[src/rtl/dmem_responder.sv]
// dmem_responder: data-memory responder for the single-cycle CPU load/store port.
// Byte-addressable RAM with combinational loads, plus console TX FIFO, status and cycle counter MMIO.
`default_nettype none

module dmem_responder #(
    parameter int WIDTH       = 32,
    parameter int DEPTH_WORDS = 64,
    parameter int FIFO_DEPTH  = 4
) (
    input  logic             clk,
    input  logic             reset,
    input  logic             mem_write,
    input  logic [2:0]       funct3,
    input  logic [WIDTH-1:0] mem_wr_addr,
    input  logic [WIDTH-1:0] mem_wr_data,
    output logic [WIDTH-1:0] read_data,
    output logic [7:0]       tx_data,
    output logic             tx_valid,
    input  logic             tx_ready
);

    localparam int AW = $clog2(DEPTH_WORDS);
    localparam int PW = $clog2(FIFO_DEPTH);
    localparam int CW = PW + 1;

    localparam logic [WIDTH-1:0] ADDR_TXDATA = WIDTH'(32'hFFFF_0000);
    localparam logic [WIDTH-1:0] ADDR_STATUS = WIDTH'(32'hFFFF_0004);
    localparam logic [WIDTH-1:0] ADDR_CYCLE  = WIDTH'(32'hFFFF_0008);

    // Storage and state
    logic [31:0]   mem_q [DEPTH_WORDS];
    logic [7:0]    fifo_q [FIFO_DEPTH];
    logic [PW-1:0] rd_ptr_q, rd_ptr_d;
    logic [PW-1:0] wr_ptr_q, wr_ptr_d;
    logic [CW-1:0] count_q, count_d;
    logic          ovf_q, ovf_d;
    logic          mis_q, mis_d;
    logic [31:0]   cyc_q, cyc_d;

    // Address decode
    logic          is_ram, is_tx, is_st, is_cyc;
    logic [AW-1:0] widx;
    logic [1:0]    boff;

    assign is_ram = (mem_wr_addr[WIDTH-1:AW+2] == '0);
    assign is_tx  = (mem_wr_addr == ADDR_TXDATA);
    assign is_st  = (mem_wr_addr == ADDR_STATUS);
    assign is_cyc = (mem_wr_addr == ADDR_CYCLE);
    assign widx   = mem_wr_addr[AW+1:2];
    assign boff   = mem_wr_addr[1:0];

    // Alignment check and store byte enables
    logic       mis;
    logic       mis_set;
    logic [3:0] be;
    logic       ram_we;
    logic [31:0] wlane;

    always_comb begin
        mis   = 1'b0;
        be    = 4'b0000;
        wlane = mem_wr_data;
        unique case (funct3)
            3'b000: begin
                be    = 4'b0001 << boff;
                wlane = {4{mem_wr_data[7:0]}};
            end
            3'b001: begin
                mis   = boff[0];
                be    = boff[1] ? 4'b1100 : 4'b0011;
                wlane = {2{mem_wr_data[15:0]}};
            end
            3'b010: begin
                mis   = (boff != 2'b00);
                be    = 4'b1111;
            end
            3'b101:  mis = boff[0];
            default: ;
        endcase
    end

    // funct3[2] marks load-only encodings, so it never counts as a misaligned store
    assign mis_set = is_ram & mis & (~mem_write | ~funct3[2]);
    assign ram_we  = mem_write & is_ram & ~mis;

    always_ff @(posedge clk) begin
        if (ram_we) begin
            for (int b = 0; b < 4; b++) begin
                if (be[b]) begin
                    mem_q[widx][8*b +: 8] <= wlane[8*b +: 8];
                end
            end
        end
    end

    // Combinational load path
    logic [31:0] word;
    logic [7:0]  bsel;
    logic [15:0] hsel;
    logic [31:0] ram_rd;

    assign word = mem_q[widx];
    assign bsel = word[{boff, 3'b000} +: 8];
    assign hsel = boff[1] ? word[31:16] : word[15:0];

    always_comb begin
        ram_rd = 32'h0;
        unique case (funct3)
            3'b000:  ram_rd = {{24{bsel[7]}}, bsel};
            3'b100:  ram_rd = {24'h0, bsel};
            3'b001:  ram_rd = boff[0] ? 32'h0 : {{16{hsel[15]}}, hsel};
            3'b101:  ram_rd = boff[0] ? 32'h0 : {16'h0, hsel};
            3'b010:  ram_rd = mis ? 32'h0 : word;
            default: ram_rd = 32'h0;
        endcase
    end

    // TX FIFO control
    logic fifo_empty, fifo_full, pop, push_req, push, ovf_set, st_wr;

    assign fifo_empty = (count_q == '0);
    assign fifo_full  = (count_q == CW'(FIFO_DEPTH));
    assign tx_valid   = ~fifo_empty;
    assign tx_data    = fifo_empty ? 8'h00 : fifo_q[rd_ptr_q];
    assign pop        = tx_valid & tx_ready;
    assign push_req   = mem_write & is_tx;
    // A pop on the same edge frees the slot, so a full FIFO still accepts the push
    assign push       = push_req & (~fifo_full | pop);
    assign ovf_set    = push_req & fifo_full & ~pop;
    assign st_wr      = mem_write & is_st;

    always_comb begin
        rd_ptr_d = rd_ptr_q;
        wr_ptr_d = wr_ptr_q;
        count_d  = count_q;
        if (pop)  rd_ptr_d = rd_ptr_q + PW'(1);
        if (push) wr_ptr_d = wr_ptr_q + PW'(1);
        unique case ({push, pop})
            2'b10:   count_d = count_q + CW'(1);
            2'b01:   count_d = count_q - CW'(1);
            default: count_d = count_q;
        endcase
        ovf_d = ovf_set | (ovf_q & ~(st_wr & mem_wr_data[2]));
        mis_d = mis_set | (mis_q & ~(st_wr & mem_wr_data[3]));
        cyc_d = (mem_write & is_cyc) ? mem_wr_data : cyc_q + 32'd1;
    end

    always_ff @(posedge clk) begin
        if (push) begin
            fifo_q[wr_ptr_q] <= mem_wr_data[7:0];
        end
    end

    always_ff @(posedge clk or negedge reset) begin
        if (!reset) begin
            rd_ptr_q <= '0;
            wr_ptr_q <= '0;
            count_q  <= '0;
            ovf_q    <= 1'b0;
            mis_q    <= 1'b0;
            cyc_q    <= 32'h0;
        end else begin
            rd_ptr_q <= rd_ptr_d;
            wr_ptr_q <= wr_ptr_d;
            count_q  <= count_d;
            ovf_q    <= ovf_d;
            mis_q    <= mis_d;
            cyc_q    <= cyc_d;
        end
    end

    // Read mux
    logic [3:0]  cnt4;
    logic [31:0] status_word;

    assign cnt4        = 4'(count_q);
    assign status_word = {24'h0, cnt4, mis_q, ovf_q, fifo_full, fifo_empty};

    always_comb begin
        read_data = '0;
        if (is_ram)      read_data = ram_rd;
        else if (is_st)  read_data = status_word;
        else if (is_cyc) read_data = cyc_q;
    end

endmodule

`default_nettype wire

[config.mk]
export PLATFORM = sky130hd
export DESIGN_NAME = dmem_responder
export DESIGN_NICKNAME = d
export VERILOG_FILES = /design/src/rtl/dmem_responder.sv
export SDC_FILE = /design/constraint.sdc
export NUM_CORES = 2
export LEC_CHECK = 0
export CAP_MARGIN = 5
export CORE_UTILIZATION = 50
export CTS_CLUSTER_DIAMETER = 200
export CTS_CLUSTER_SIZE = 24
export DETAILED_ROUTE_END_ITERATION = 10
export PLACE_DENSITY = 0.68
export SLEW_MARGIN = 20
export SYNTH_ARGS = -nofsm -noshare
export SYNTH_HDL_FRONTEND = slang
export SYNTH_SLANG_ARGS = --single-unit
[constraint.sdc]
create_clock -name clk -period 4.7 [get_ports clk]
set_input_delay 1.175 -clock clk [delete_from_list [all_inputs] [get_ports clk]]
set_output_delay 1.175 -clock clk [all_outputs]
set_load 0.05 [all_outputs]
==> flow_metrics.env <==
export IMPL_syn2layout_area_growth_pct=18.68
export IMPL_synthFlopType="edfxtp_1"
export IMPL_yosysWarnings=0
export IMPL_fmax_mhz=187.6
export IMPL_cp_arrival_ns=4.15
export IMPL_first_global_vias=47030
export IMPL_dieArea_mm2=0.1715
export IMPL_portBuffers=111
export IMPL_path_class="input port to output port"
export IMPL_clock_path_buffers=3
export IMPL_ant_nets=0
export IMPL_avgSynthCellArea_um2=19.10
export IMPL_dp_cells=7333
export IMPL_tns_ns=-17.20
export IMPL_intPower_mw=26.24
export IMPL_cp_slowest_cell="mux4_2"
export IMPL_cts_sinks=2121
export IMPL_synth_seq_cells=2121
export IMPL_die_w_um=414.2
export IMPL_power_density_mw_per_mm2=337.5
export IMPL_coreArea_mm2=0.1680
export IMPL_seqPwrFrac_pct=61.5
export IMPL_start_kind="input port"
export IMPL_synth_fp_nets=4523
export IMPL_num_rows=150
export IMPL_syn_inst=4446
export IMPL_dr_pass1_iters=6
export IMPL_cp_required_ns=3.52
export IMPL_crit_fanout=8
export IMPL_status="finished with violations"
export IMPL_grt_setup_unrepaired="yes"
export IMPL_hpwlAfterDp_mm=170.3
export IMPL_drv_cap=0
export IMPL_fin_skew_ns=0.01934
export IMPL_gp_congestion=0.9342
export IMPL_finalCriticalPeriod_ns=5.330
export IMPL_mappedNetlistArea_mm2=0.08494
export IMPL_cts_root_buf="clkbuf_16"
export IMPL_hold_violations=0
export IMPL_synth_top_area_share_pct=73.54
export IMPL_yosysSeqAreaShare_pct=74.75
export IMPL_yosys_area_top_type="edfxtp_1"
export IMPL_die_y_um=414.2
export IMPL_path_cells="buf_16 -> buf_8 -> mux4_2 -> a22o_1 -> a221oi_4 -> nand4_1 -> buf_6 -> o311ai_4 -> o311ai_4 -> buf_12 -> buf_4 -> a211oi_4 -> o21ai_2 -> buf_6"
export IMPL_synthArstFlopShare_pct=1.933
export IMPL_setup_ws_ns=-0.6300
export IMPL_cts_tree="done"
export IMPL_p_leak_nw=33.49
export IMPL_drive_gt1_share_pct=32.82
export IMPL_wl_per_cell_um=33.30
export IMPL_start_util_pct=50.56
export IMPL_power_total_mw=34.03
export IMPL_clk_latency_ns=0.78
export IMPL_wl_mm=252.4
export IMPL_hold_path_class="register to register"
export IMPL_violations="setup timing"
export IMPL_grt_antenna_before_repair=7
export IMPL_cp_num_buf_inv=6
export IMPL_grt_max_degree=69
export IMPL_nets=5418
export IMPL_cts_htree_levels=3
export IMPL_ir_worst_vdd_uv=275.6
export IMPL_fin_cells=7581
export IMPL_ys_types=76
export IMPL_swShare_pct=22.89
export IMPL_cpPeakStageDelay_ns=0.55
export IMPL_crit_path_end_kind="output port"
export IMPL_io_pin_count=112
export IMPL_track_usage_pct=29.13
export IMPL_ctsHoldBuffers=0
export IMPL_synth_enable_flop_cells=2080
export IMPL_clk_pin_slew_ns=0.11
export IMPL_vias_per_cell=6.402
export IMPL_drcViolationCount=0
export IMPL_vias=48530
export IMPL_worst_slew_pin_slew_ns=1.248
export IMPL_yosysMostFrequentCell="edfxtp_1"
export IMPL_clock_power_share_pct=28.2
export IMPL_power_switching_mw=7.790
export IMPL_pwr_share_comb_pct=10.3
export IMPL_relSlewSlack_pct=16.60
export IMPL_grt_pass1_wl_mm=352.6
export IMPL_min_period_over_period_pct=113.4
export IMPL_synth_area_leaders="edfxtp_1 74%, mux4_2 11%, mux2i_1 4.4%"
export IMPL_synthTopCellsByCount="2,080 x edfxtp_1, 410 x mux4_2, 370 x mux2i_1"
export IMPL_drtIter0Drc=6893
export IMPL_setup_viol=32
export IMPL_cts_made_buffers=98
export IMPL_slew_violations=0
export IMPL_path_delay_family="compound AO/OA/AOI/OAI gates"
export IMPL_overflow=0
==> worst register-to-register path, cell delays in order, from the launching register on <==
cell	delay (ns)
dfrtp_1	0.52
or3_1	0.48
nand3_1	0.20
fa_1	0.46
or3_1	0.39
and3_1	0.20
nor3_1	0.14
o41ai_1	0.10
==> layout make-up <==
cell class	count	area, um^2
Antenna cell	12	30.03
Timing Repair Buffer	1058	10160
Fill cell	11910	67170
Clock inverter	5	73.82
Multi-Input combinational cell	2048	21640
Clock buffer	119	2595
Inverter	14	65.06
Tap cell	2204	2758
Sequential cell	2121	63490
==> worst paths after layout <==
| kind | slack [ns] | cells after the start | startpoint | end |
|---|---|---|---|---|
| worst max-delay path | -0.63 | 14 | mem_wr_addr[2] | read_data[20] |
| worst min-delay path | 0.53 | 1 | mis_q$_DFF_PN0_ | mis_q$_DFF_PN0_ |
| worst max register to register | 2.11 | 7 | count_q[2]$_DFFE_PN0P_ | count_q[2]$_DFFE_PN0P_ |
| worst min register to register | 0.53 | 1 | mis_q$_DFF_PN0_ | mis_q$_DFF_PN0_ |
| max in group asynchronous | 3.48 | 1 | reset | rd_ptr_q[0]$_DFFE_PN0P_ |
| min in group asynchronous | 0.54 | 1 | reset | cyc_q[31]$_DFF_PN0_ |
==> what timing repair did <==
item,4_1_cts,5_1_grt
cloned,12,3
setup endpoints to repair,32,32
resized for setup,231,117
pin swaps,37,67
buffers inserted,51,49
endpoints found under the hold margin,0,0
==> cell usage in the layout, fill, tap and decap left out, types with 17 or more instances in the layout <==
cell / Yosys / routed
mux2_2: 25 / 21
nand2_1: 179 / 173
a22oi_1: 82 / 76
nor2_1: 359 / 349
o22ai_1: 66 / 39
dfrtp_1: 41 / 41
o21ai_2: 0 / 20
mux2i_2: 0 / 21
edfxtp_1: 2080 / 2080
nand4_1: 33 / 33
a21oi_1: 85 / 63
and2_1: 23 / 22
a221oi_1: 23 / 17
buf_4: 37 / 781
clkbuf_1: 139 / 18
clkbuf_16: 0 / 104
o21ai_0: 41 / 22
clkdlybuf4s50_1: 0 / 64
nand3_1: 74 / 70
o22ai_2: 0 / 24
buf_16: 0 / 20
mux2i_1: 370 / 335
mux4_2: 410 / 410
buf_6: 28 / 65
xnor2_1: 21 / 21
buf_12: 0 / 95
==> power by group through the flow <==
stage               clock network [mW]  registers (mW)  logic [mW]
finish                            9.59            20.9        3.51
global route                      10.2            20.9        3.62
CTS                               9.65            20.9        3.33
detailed placement                   0            21.4        3.10
global placement                     0            21.4        3.06
floorplan                            0            21.3        1.66
==> flip-flops by register name, indices dropped and copies added (netlist names) <==
signal	flops
mem_q	2048
cyc_q	32
fifo_q	32
count_q	3
rd_ptr_q	2
wr_ptr_q	2
mis_q	1
ovf_q	1
==> cell families after synthesis <==
family	after synthesis	share of synthesized area (%)
flip-flops	2121	74.75
multiplexers	805	15.56
AND/OR/NAND/NOR	778	4.083
AO/OA/AOI/OAI	423	3.396
buffers and inverters	277	1.743
XOR/XNOR	36	0.3712
adder cells (fa/ha/maj)	6	0.09723
==> metal layers <==
| metal | track usage [%] | part of all wire (%) |
|---|---|---|
| met1 | 40.89 | 38 |
| met2 | 44.54 | 46 |
| met3 | 6.524 | 12 |
| met4 | 11.71 | 4.2 |
| met5 | 0 | 0.0051 |
==> per-stage QoR <==
step	worst slack, ns	util [%]	area, um^2	hold WS, ns
2_1_floorplan	-0.2644	-	85620	0.4476
3_3_place_gp	-1.062	56.66	95170	0.4870
3_5_place_dp	-1.138	56.66	95170	0.4943
4_1_cts	-0.5348	59.36	99710	0.5206
5_1_grt	-0.5985	60.00	100800	0.5269
6_report	-0.6300	60.01	100800	0.5266
Note: power is estimated with default switching activity, not from simulation.
